### src/rtl/commit_unit_pkg.sv
// Shared types for the commit stage: ROB head entry layout,
// instruction-type encodings and the commit FSM state enum.
package commit_unit_pkg;

    localparam int CU_XLEN  = 32;
    localparam int CU_TAG_W = 4;

    // itype encodings; any itype with bit 1 set writes a register
    localparam logic [1:0] ITYPE_BRANCH = 2'b00;
    localparam logic [1:0] ITYPE_STORE  = 2'b01;

    typedef struct packed {
        logic [CU_TAG_W-1:0] ROB_number;
        logic [1:0]          itype;
        logic [4:0]          dest;
        logic [CU_XLEN-1:0]  value;
        logic                branch_result;
        logic [CU_XLEN-1:0]  target_pc;
    } ROB_entry_t;

    typedef enum logic [1:0] {
        IDLE,
        STORE_WAIT,
        FLUSH
    } commit_state_t;

    function automatic logic is_reg_type(input logic [1:0] itype);
        return itype[1];
    endfunction

endpackage

### src/rtl/commit_unit.sv
// In-order retirement controller: dequeues the ROB head, writes the
// register file, handshakes stores and raises flush on mispredicts.
module commit_unit
    import commit_unit_pkg::*;
#(
    parameter int XLEN  = CU_XLEN,
    parameter int TAG_W = CU_TAG_W,
    parameter int CNT_W = 32
) (
    input  logic             clk,
    input  logic             reset,
    input  ROB_entry_t       head,
    input  logic             head_ready,
    input  logic             rob_empty,
    input  logic             head_store,
    output logic             rd_en,
    output logic             rf_we,
    output logic [4:0]       rf_waddr,
    output logic [XLEN-1:0]  rf_wdata,
    output logic [TAG_W-1:0] rf_wtag,
    output logic             st_req,
    output logic [TAG_W-1:0] st_tag,
    input  logic             st_ack,
    output logic             flush,
    output logic [XLEN-1:0]  redirect_pc,
    output logic [CNT_W-1:0] retired
);

    commit_state_t state;
    commit_state_t state_next;
    logic          start_store;
    logic          start_flush;

    // State register
    always_ff @(posedge clk) begin
        if (reset) begin
            state <= IDLE;
        end else begin
            state <= state_next;
        end
    end

    // Next-state decode and Mealy commit outputs
    always_comb begin
        state_next  = state;
        rd_en       = 1'b0;
        rf_we       = 1'b0;
        rf_waddr    = '0;
        rf_wdata    = '0;
        rf_wtag     = '0;
        start_store = 1'b0;
        start_flush = 1'b0;
        unique case (state)
            IDLE: begin
                if (!rob_empty && head_ready) begin
                    unique case (1'b1)
                        is_reg_type(head.itype): begin
                            rd_en    = 1'b1;
                            rf_we    = (head.dest != 5'd0);
                            rf_waddr = head.dest;
                            rf_wdata = head.value;
                            rf_wtag  = head.ROB_number;
                        end
                        head_store: begin
                            start_store = 1'b1;
                            state_next  = STORE_WAIT;
                        end
                        (head.itype == ITYPE_BRANCH): begin
                            rd_en = 1'b1;
                            if (head.branch_result) begin
                                start_flush = 1'b1;
                                state_next  = FLUSH;
                            end
                        end
                        default: begin
                        end
                    endcase
                end
            end
            STORE_WAIT: begin
                if (st_ack) begin
                    rd_en      = 1'b1;
                    state_next = IDLE;
                end
            end
            FLUSH: begin
                state_next = IDLE;
            end
            default: begin
                state_next = IDLE;
            end
        endcase
        // a reset cycle must never dequeue or start a side effect
        if (reset) begin
            state_next  = IDLE;
            rd_en       = 1'b0;
            rf_we       = 1'b0;
            rf_waddr    = '0;
            rf_wdata    = '0;
            rf_wtag     = '0;
            start_store = 1'b0;
            start_flush = 1'b0;
        end
    end

    assign st_req = (state == STORE_WAIT);
    assign flush  = (state == FLUSH);

    // Capture the store tag on entry and hold it through the handshake
    always_ff @(posedge clk) begin
        if (reset) begin
            st_tag <= '0;
        end else if (start_store) begin
            st_tag <= head.ROB_number;
        end else if (state_next != STORE_WAIT) begin
            st_tag <= '0;
        end
    end

    // Capture the redirect target for the single flush cycle
    always_ff @(posedge clk) begin
        if (reset) begin
            redirect_pc <= '0;
        end else if (start_flush) begin
            redirect_pc <= head.target_pc;
        end else begin
            redirect_pc <= '0;
        end
    end

    // Retired-instruction counter, wraps naturally
    always_ff @(posedge clk) begin
        if (reset) begin
            retired <= '0;
        end else if (rd_en) begin
            retired <= retired + CNT_W'(1);
        end
    end

endmodule

### config.mk
export PLATFORM = sky130hd
export DESIGN_NAME = commit_unit
export DESIGN_NICKNAME = d
export VERILOG_FILES = /design/src/rtl/commit_unit_pkg.sv /design/src/rtl/commit_unit.sv
export SDC_FILE = /design/constraint.sdc
export NUM_CORES = 1
export LEC_CHECK = 0
export ABC_AREA = 1
export BUFFER_PORTS_ARGS = -buffer_cell sky130_fd_sc_hd__buf_2
export CAP_MARGIN = 20
export CORE_MARGIN = 3
export CORE_UTILIZATION = 28
export CTS_CLUSTER_DIAMETER = 50
export DETAILED_ROUTE_END_ITERATION = 6
export PLACE_DENSITY = 0.59
export SKIP_LAST_GASP = 1
export SYNTH_ARGS = -nofsm -noshare
export SYNTH_HDL_FRONTEND = slang
export SYNTH_SLANG_ARGS = --single-unit
### constraint.sdc
create_clock -name clk -period 2.5 [get_ports clk]
set_clock_uncertainty 0.05 [all_clocks]
set_input_delay 0.5 -clock clk [delete_from_list [all_inputs] [get_ports clk]]
set_output_delay 0.5 -clock clk [all_outputs]
set_load 0.01 [all_outputs]
==> results of run 1 <==
==> flip-flops by register name, summed over array words and instances, names as in the netlist <==
signal and count:
state 2, redirect_pc 32, st_tag 4, retired 32
==> worst max-delay path by stage <==
stage          startpoint     endpoint  slack (ps)
5_1_grt          state[0]        rf_we          90
3_5_place_dp        reset        rf_we         310
4_1_cts          state[1]        rf_we         240
3_3_place_gp        reset        rf_we         370
6_report         state[1]        rf_we         260
2_1_floorplan       reset  rf_waddr[0]         640
==> where the power goes <==
part	internal (mW)	leakage (nW)	switching, mW	total [mW]
registers	1.12	0.564	0.00409	1.13
clock network	0.799	0.142	0.490	1.29
logic	0.0816	1.98	0.0961	0.178
total	2.00	2.69	0.590	2.59
==> worst max-delay path: stages (launching register included) <==
cell and delay [ps]:
dfxtp_1 350, nor2_4 180, nand3_1 100, inv_1 100, nand2_1 50, buf_4 240, a21oi_1 180, buf_2 150
==> stage by stage <==
stage	std cells	worst slack [ps]	instance area, sq um
2_1_floorplan	555	641	3420
3_3_place_gp	884	374	4550
3_5_place_dp	884	313	4550
4_1_cts	900	240	4850
5_1_grt	901	87.6	4850
6_report	901	263	4850
==> layer usage <==
metal	vias to the layer above	track usage, %	routed length (um)
li1	2038	-	-
met1	1592	18.7	4450
met2	137	25.5	5000
met3	18	6.99	976
met4	2	5.50	222
met5	-	0	13
==> cells in the mapped netlist, types with 2 or more instances <==
cell / instances
a21oi_1: 16
buf_2: 2
buf_4: 2
clkbuf_1: 8
dfxtp_1: 70
inv_1: 114
nand2_1: 128
nand3_1: 30
nor2_1: 148
nor2_2: 3
nor2_4: 3
nor4_1: 2
o21a_1: 2
o21ai_0: 14
==> logic make-up after synthesis <==
| family | count (synthesis) | share of synthesized area, % |
|---|---|---|
| adder cells (fa/ha/maj) | 1 | 0.365 |
| XOR/XNOR | 1 | 0.256 |
| flip-flops | 70 | 40.9 |
| AND/OR/NAND/NOR | 321 | 38.4 |
| AO/OA/AOI/OAI | 36 | 5.96 |
| buffers and inverters | 126 | 14.1 |
==> final cells by class <==
class / instances / area share [%]
Inverter: 114 / 8.82
Multi-Input combinational cell: 359 / 31.7
Timing Repair Buffer: 198 / 20.6
Clock inverter: 5 / 1.21
Clock buffer: 11 / 5.00
Sequential cell: 70 / 28.9
Antenna cell: 1 / 0.0516
Tap cell: 143 / 3.69
==> cell usage in the layout, fill, tap and decap left out <==
cell and n:
o21ai_0 14, o21ai_2 1, a21oi_4 1, nand3_1 30
buf_2 194, inv_1 114, nor3_1 1, clkinvlp_4 2
clkbuf_16 9, nand4_1 1, nor2_1 148, o21bai_1 1
nand2_1 128, clkinv_2 1, dfxtp_1 70, buf_4 4
nor3_4 1, xor2_1 1, and2_1 1, ha_1 1
nand2_4 1, nand3_2 1, o21a_1 2, a21oi_1 16
nor4_1 2, clkbuf_1 1, nor2_4 3, bufinv_16 1
nor2_2 3, a31oi_1 1, diode_2 1, clkbuf_8 1
clkinv_4 1, nor3b_1 1
==> results by group, run 1 <==
Logic synthesis
  • Top cells by area, synth: dfxtp_1 (41%), nor2_1 (16%), nand2_1 (14%)
  • Synth top area share: about 41%
  • Cell accounting for the most synthesized area: dfxtp_1
  • Sequential area share after synthesis: 40.9%
  • Syn. warnings: 0
  • Post-synth EDFFs: 0
  • Syn_nets: 638
  • Top FF cell, synth: dfxtp_1
  • Post-synthesis average cell area: slightly above 6 sq um
  • Async set or reset register ratio after synthesis: 0%
  • Flops & latches, synth: 70
  • Gate Count Post-Synth: 555
  • Unique cell type count in the Yosys netlist: 27
  • Mapped Area: 3420 sq um

Layout
  • Utilization after layout: 41.6%
  • Proportion of layout cells with a drive suffix above 1: 29.6%
  • Filler instances: 1,269
  • Synth-to-layout area growth: 41.7%
  • Final nets: 835
  • Area used by multi-input combinational logic: 1540 sq um
  • Sequential cell area: 1400 sq um

Power
  • Worst vdd ir: about 0.34 mV
  • Overall Power: roughly 2.6 mW
  • PwrDens: between 500 and 600 nW/um^2
  • P_leak: 2.69 nW

Setup path
  • Flop2flop setup slack: between 600 and 700 ps
  • Startpoint Class: flop
  • CP Capture Type: output port
  • Worst Path Arrival: 1690 ps
  • Critical Path Fanout Max: 42
  • Critical path type: reg -> out
  • Crit Reg-Reg Endpoint: retired[18]
  • Required time of the critical path: 1950 ps
  • FF-to-FF Start: retired[1]
  • Reg2Reg Depth: 10

Clock tree
  • Worst-path clk slew: ~60 ps
  • Post CTS Setup Buffer Count: 0
  • CTS Sinks: 70
  • Root Driver: clkbuf_16
  • TritonCTS clock tree: built
  • Post-CTS Hold Fix Bufs: 0
  • H-tree Lvls: 3
  • CTS resizes: 0
  • Num CTS Buffers: 9
  • Skew-Pair Late Insertion Delay: 330 ps
  • CTS Buffer Depth: 2

Floorplanning
  • Initial Utilization: 29.4%
  • # rows: 39
  • Die H: about 120 um
  • Total core area: 11,700 sq um
  • I/O Pins: a little under 200
  • Die Area: 13,600 sq um
  • Die X: ~120 um

Hold path
  • Hold WC Path Type: in -> reg
  • WHS Endpoint: redirect_pc[10]
  • Hold depth: 3
  • Hold Startpoint: head[10]

Place
  • IO Port Bufs: ~190
  • Dpl hpwl: 8440 um
  • RePlAce Congestion: 0.863

Timing
  • Slew @ Worst Pin: about 630 ps
  • Final Hold Slack: 325 ps
  • Slew headroom: 57.6%
  • RSZ-0062 raised after global routing: false
  • Final Max Slew Viols: 0
  • Hold Fails Final Rpt: 0
  • Final worst path period share: 89.5%
  • Final setup TNS: 0 ps
  • FMAX: 0.447 GHz
  • Final setup violating endpoints: 0
  • Post-layout min period: 2240 ps

Routing
  • WL final: 10,700 um
  • Drt pass-1 iters: 4
  • Vias: around 3,800
  • Via/cell ratio: approximately 4.2
  • Routed len/inst: 11.8 um
  • Post-route antenna net violation count: 0
  • DR iter-0 viols: 271
  • DRC Markers: 0

Global route
  • Tot GR Track Use: 15.8%
  • Global route overflow: 0
  • Vias in the first global route: 3,474
  • Initial antenna violation count: 2
  • First-pass GRT wire length: between 15,000 and 20,000 um
  • Largest net degree at the start of global routing: 43

Outcome
  • Status: completed

Run
  • Max-cap violation count: 0
(Power assumes the default switching activity.)
==> run 2, diff against run 1 <==
RECOVER_POWER = 25   (was not set)
==> run 2 against run 1 <==
  * Critical endpoint unchanged
  * Largest power group unchanged
  * First-iteration DRC count fell by 7.4%
  * Critical path type unchanged
  * Total power barely moved
  * Worst setup slack improved by 1.2 ps
  * Routed wire length is 0.41% lower
==> results by group, run 2 (synthesized netlist as in run 1, its figures left out) <==
Layout
  • Final Non-Filler Cells: 901 (unchanged)
  • Area used by multi-input combinational logic: 1540 sq um (unchanged)
  • Utilization after layout: 41.2% (was 41.6%)
  • Commonest non-fill, non-tap cell in the layout: buf_2 (unchanged)
  • Proportion of layout cells with a drive suffix above 1: 24.4% (was 29.6%)
  • Filler instances: 1,280 (was 1,269)
  • Sequential cell area: 1400 sq um (unchanged)
  • Synth-to-layout area growth: 40.3% (was 41.7%)
  • Commonest cells after routing, fill and taps aside: buf_2 (155), nor2_1 (148), nand2_1 (128) (was buf_2 (194), nor2_1 (148), nand2_1 (128))
  • Final std cell area, no fill: 4800 sq um (was 4850 sq um)
  • Top Registers: redirect_pc (32), retired (32), st_tag (4) (unchanged)
  • Final nets: 835 (unchanged)

Power
  • Worst vdd ir: 0.338 mV (was 0.337 mV)
  • PwrDens: 540 nW/um^2 (was 534 nW/um^2)
  • P_leak: 2.52 nW (was 2.69 nW)
  • Overall Power: 2.59 mW (about the same)

Setup path
  • CP Capture Type: output port (unchanged)
  • Worst Path Arrival: 1690 ps (about the same)
  • Critical path type: reg -> out (unchanged)
  • Critical Path Fanout Max: 42 (unchanged)
  • Required time of the critical path: 1950 ps (about the same)
  • Startpoint Class: flop (unchanged)

Global route
  • First-pass GRT wire length: 16,800 um (unchanged)
  • Initial antenna violation count: 2 (unchanged)
  • Largest net degree at the start of global routing: 43 (unchanged)
  • Vias in the first global route: 3,474 (unchanged)
  • Global route overflow: 0 (unchanged)
  • Tot GR Track Use: 15.8% (unchanged)

Timing
  • Final Max Slew Viols: 0 (unchanged)
  • Final setup violating endpoints: 0 (unchanged)
  • Final worst path period share: 89.4% (was 89.5%)
  • Slew @ Worst Pin: 630 ps (was 635 ps)
  • Hold Fails Final Rpt: 0 (unchanged)
  • Fin worst setup slack: 264 ps (was 263 ps)
  • FMAX: 0.447 GHz (about the same)
  • Post-layout min period: 2240 ps (about the same)
  • Final Hold Slack: 325 ps (about the same)
  • Final setup TNS: 0 ps (unchanged)
  • Slew headroom: 58.0% (was 57.6%)
  • RSZ-0062 raised after global routing: false (unchanged)

Place
  • Placed Instances: 884 (unchanged)
  • DP Worst Slack: 313 ps (unchanged)
  • Dpl hpwl: 8440 um (unchanged)
  • Placed cell areas: 4550 sq um (unchanged)
  • RePlAce Congestion: 0.863 (unchanged)
  • IO Port Bufs: 194 (unchanged)

Routing
  • Via/cell ratio: 4.20 (about the same)
  • DR iter-0 viols: 251 (was 271)
  • Vias: 3,788 (was 3,787)
  • Post-route antenna net violation count: 0 (unchanged)
  • WL final: 10,600 um (was 10,700 um)
  • Drt pass-1 iters: 4 (unchanged)
  • Routed len/inst: 11.8 um (about the same)
  • DRC Markers: 0 (unchanged)

Floorplanning
  • Total core area: 11,700 sq um (unchanged)
  • Die H: 117 um (unchanged)
  • Initial Utilization: 29.4% (unchanged)
  • Die Area: 13,600 sq um (unchanged)
  • Die X: 117 um (unchanged)
  • # rows: 39 (unchanged)
  • I/O Pins: 195 (unchanged)

Clock tree
  • CTS resizes: 0 (unchanged)
  • H-tree Lvls: 3 (unchanged)
  • TritonCTS clock tree: built (unchanged)
  • Post-CTS Hold Fix Bufs: 0 (unchanged)
  • Num CTS Buffers: 9 (unchanged)
  • CTS Sinks: 70 (unchanged)
  • Skew-Pair Late Insertion Delay: 330 ps (about the same)
  • Post CTS Setup Buffer Count: 0 (unchanged)
  • Root Driver: clkbuf_16 (unchanged)
  • Worst-path clk slew: 60 ps (about the same)
  • CTS Buffer Depth: 2 (unchanged)

Outcome
  • Status: completed (unchanged)

Hold path
  • Hold WC Path Type: in -> reg (unchanged)

Run
  • Max-cap violation count: 0 (unchanged)
[run 2: layer usage]
| layer | track usage, % | part of all wire, % | vias to the layer above |
|---|---|---|---|
| met5 | 0 | 0.12 | - |
| met4 | 5.50 | 2.1 | 2 |
| met3 | 6.99 | 8.7 | 18 |
| met2 | 25.5 | 47 | 132 |
| met1 | 18.7 | 42 | 1599 |
| li1 | - | - | 2037 |
[run 2: area by class of cell]
class / count / share of cell area, %
timing repair buffer: 198 / 19.8
clock inverter: 5 / 1.22
multi-input combinational: 359 / 32.0
antenna: 1 / 0.0521
inverter: 114 / 8.91
sequential: 70 / 29.2
tap: 143 / 3.72
clock buffer: 11 / 5.05
[run 2: worst max-delay path, stage by stage, from the launching register on]
cell	delay [ps]
dfxtp_1	350
nor2_4	180
nand3_1	100
inv_1	100
nand2_1	50
buf_4	240
a21oi_1	180
buf_2	150
[run 2: worst paths after layout]
path / startpoint / endpoint / slack [ps] / depth (start not counted)
max: state[1] / rf_we / 260 / 7
min: head[10] / redirect_pc[10] / 320 / 3
max reg2reg: retired[1] / retired[18] / 670 / 10
min reg2reg: st_tag[1] / st_tag[1] / 440 / 2
[run 2: power breakdown]
| part | switching (mW) | internal [mW] |
|---|---|---|
| Combinational | 0.0961 | 0.0805 |
| Clock | 0.489 | 0.799 |
| Sequential | 0.00419 | 1.12 |
==> run 3, diff against run 2 <==
RECOVER_POWER = 100   (was 25)
==> run 3 against run 2 <==
  * Flip-flop and latch count unchanged
  * Critical endpoint unchanged
  * First-iteration DRC count down 6.8%
  * Largest cell class unchanged
  * Worst hold slack hardly changed
==> results by group, run 3 (synthesized netlist as in run 1, its figures left out) <==
Setup path
  • Worst Path Arrival: 1680 ps (was 1690 ps)
  • Kind of cell adding the most delay to the critical path: buffers and inverters (unchanged)
  • CP Capture Type: output port (unchanged)
  • Critical path type: reg -> out (unchanged)
  • Crit path cell chain: nor2_4 -> nand3_1 -> inv_1 -> nand2_1 -> buf_4 -> a21oi_1 -> clkbuf_1 (was nor2_4 -> nand3_1 -> inv_1 -> nand2_1 -> buf_4 -> a21oi_1 -> buf_2)
  • Critical Path Fanout Max: 42 (unchanged)
  • CP peak stage delay: 350 ps (about the same)
  • Required time of the critical path: 1950 ps (about the same)
  • CP Depth: 7 (unchanged)
  • Worst path bufs/invs: 3 (unchanged)
  • Reg2Reg Depth: 9 (was 10)
  • Slowest-stage cell, CP: dfxtp_1 (unchanged)
  • Startpoint Class: flop (unchanged)

Routing
  • DRC Markers: 0 (unchanged)
  • WL final: 10,600 um (about the same)
  • Via/cell ratio: 4.20 (unchanged)
  • Post-route antenna net violation count: 0 (unchanged)
  • Vias: 3,788 (unchanged)
  • Drt pass-1 iters: 4 (unchanged)
  • Routed len/inst: 11.8 um (about the same)
  • DR iter-0 viols: 234 (was 251)

Layout
  • Top Registers: redirect_pc (32), retired (32), st_tag (4) (unchanged)
  • Filler instances: 1,327 (was 1,280)
  • Final nets: 835 (unchanged)
  • Synth-to-layout area growth: 37.0% (was 40.3%)
  • Proportion of layout cells with a drive suffix above 1: 13.9% (was 24.4%)
  • Area used by multi-input combinational logic: 1530 sq um (was 1540 sq um)
  • Final std cell area, no fill: 4690 sq um (was 4800 sq um)
  • Utilization after layout: 40.2% (was 41.2%)
  • Sequential cell area: 1400 sq um (unchanged)
  • Commonest cells after routing, fill and taps aside: nor2_1 (151), nand2_1 (128), clkbuf_1 (116) (was buf_2 (155), nor2_1 (148), nand2_1 (128))
  • Commonest non-fill, non-tap cell in the layout: nor2_1 (was buf_2)

Place
  • DP Worst Slack: 313 ps (unchanged)
  • IO Port Bufs: 194 (unchanged)
  • Placed cell areas: 4550 sq um (unchanged)
  • RePlAce Congestion: 0.863 (unchanged)
  • Dpl hpwl: 8440 um (unchanged)

Floorplanning
  • Die Area: 13,600 sq um (unchanged)
  • Total core area: 11,700 sq um (unchanged)
  • # rows: 39 (unchanged)
  • I/O Pins: 195 (unchanged)
  • Initial Utilization: 29.4% (unchanged)
  • Die H: 117 um (unchanged)
  • Die X: 117 um (unchanged)

Global route
  • Vias in the first global route: 3,474 (unchanged)
  • Largest net degree at the start of global routing: 43 (unchanged)
  • Tot GR Track Use: 15.8% (unchanged)
  • First-pass GRT wire length: 16,800 um (unchanged)
  • Global route overflow: 0 (unchanged)
  • Initial antenna violation count: 2 (unchanged)

Timing
  • FMAX: 0.448 GHz (was 0.447 GHz)
  • Hold Fails Final Rpt: 0 (unchanged)
  • Post-layout min period: 2230 ps (was 2240 ps)
  • Final setup violating endpoints: 0 (unchanged)
  • Final worst path period share: 89.3% (was 89.4%)
  • Slew headroom: 56.5% (was 58.0%)
  • RSZ-0062 raised after global routing: false (unchanged)
  • Final Max Slew Viols: 0 (unchanged)
  • Fin worst setup slack: 266 ps (was 264 ps)
  • Slew @ Worst Pin: 653 ps (was 630 ps)
  • Final setup TNS: 0 ps (unchanged)

Power
  • P_leak: 2.19 nW (was 2.52 nW)
  • Worst vdd ir: 0.338 mV (about the same)
  • Overall Power: 2.58 mW (was 2.59 mW)
  • PwrDens: 551 nW/um^2 (was 540 nW/um^2)

Clock tree
  • Skew-Pair Late Insertion Delay: 330 ps (about the same)
  • Num CTS Buffers: 9 (unchanged)
  • CTS Buffer Depth: 2 (unchanged)
  • Root Driver: clkbuf_16 (unchanged)
  • TritonCTS clock tree: built (unchanged)
  • Post CTS Setup Buffer Count: 0 (unchanged)
  • Worst-path clk slew: 60 ps (about the same)
  • Post-CTS Hold Fix Bufs: 0 (unchanged)
  • CTS Sinks: 70 (unchanged)
  • H-tree Lvls: 3 (unchanged)
  • CTS resizes: 0 (unchanged)

Run
  • Max-cap violation count: 0 (unchanged)

Outcome
  • Status: completed (unchanged)

Hold path
  • Hold WC Path Type: in -> reg (unchanged)
  • Hold depth: 3 (unchanged)
==> run 3: cell count changes in the layout (fill, tap and decap cells not counted), sizes merged <==
cell / previous run / this run
buf: 159 / 82
clkbuf: 50 / 127
==> run 3: final timing paths <==
path / startpoint / endpoint / slack (ps)
worst min-delay path: head[10] / redirect_pc[10] / 320
worst max-delay path: state[1] / rf_we / 270
worst min register to register: st_tag[1] / st_tag[1] / 440
worst max register to register: state[1] / retired[25] / 450
==> run 3: report_power, final <==
group	switching (mW)	internal (mW)
Clock	0.487	0.799
Sequential	0.00430	1.12
Combinational	0.0956	0.0745
==> run 3: routing by layer <==
metal  GRT usage [%]  share of wire [%]  wire length (um)
met1            18.7                 42              4460
met2            25.5                 47              4970
met3            6.99                9.1               964
met4            5.50                2.1               222
met5               0               0.12                13
==> run 3: layout make-up <==
class	instances	share of cell area, %
Clock buffer	11	5.18
Inverter	114	9.12
Multi-Input combinational cell	359	32.6
Clock inverter	5	1.25
Tap cell	143	3.82
Antenna cell	1	0.0534
Timing Repair Buffer	198	18.1
Sequential cell	70	29.9
==> run 3: worst register-to-register path: cells and delay by family, from the launching register on <==
family / cells / cell delay [ps]
flip-flops: 1 / 350
AND/OR/NAND/NOR: 6 / 650
AO/OA/AOI/OAI: 2 / 500
buffers and inverters: 1 / 390
==> run 3: stage by stage <==
stage,instances,hold WS (ps)
after global placement,884,433
after detailed placement,884,424
after global routing,901,318
after floorplan,555,458
final,901,325
after CTS,900,311
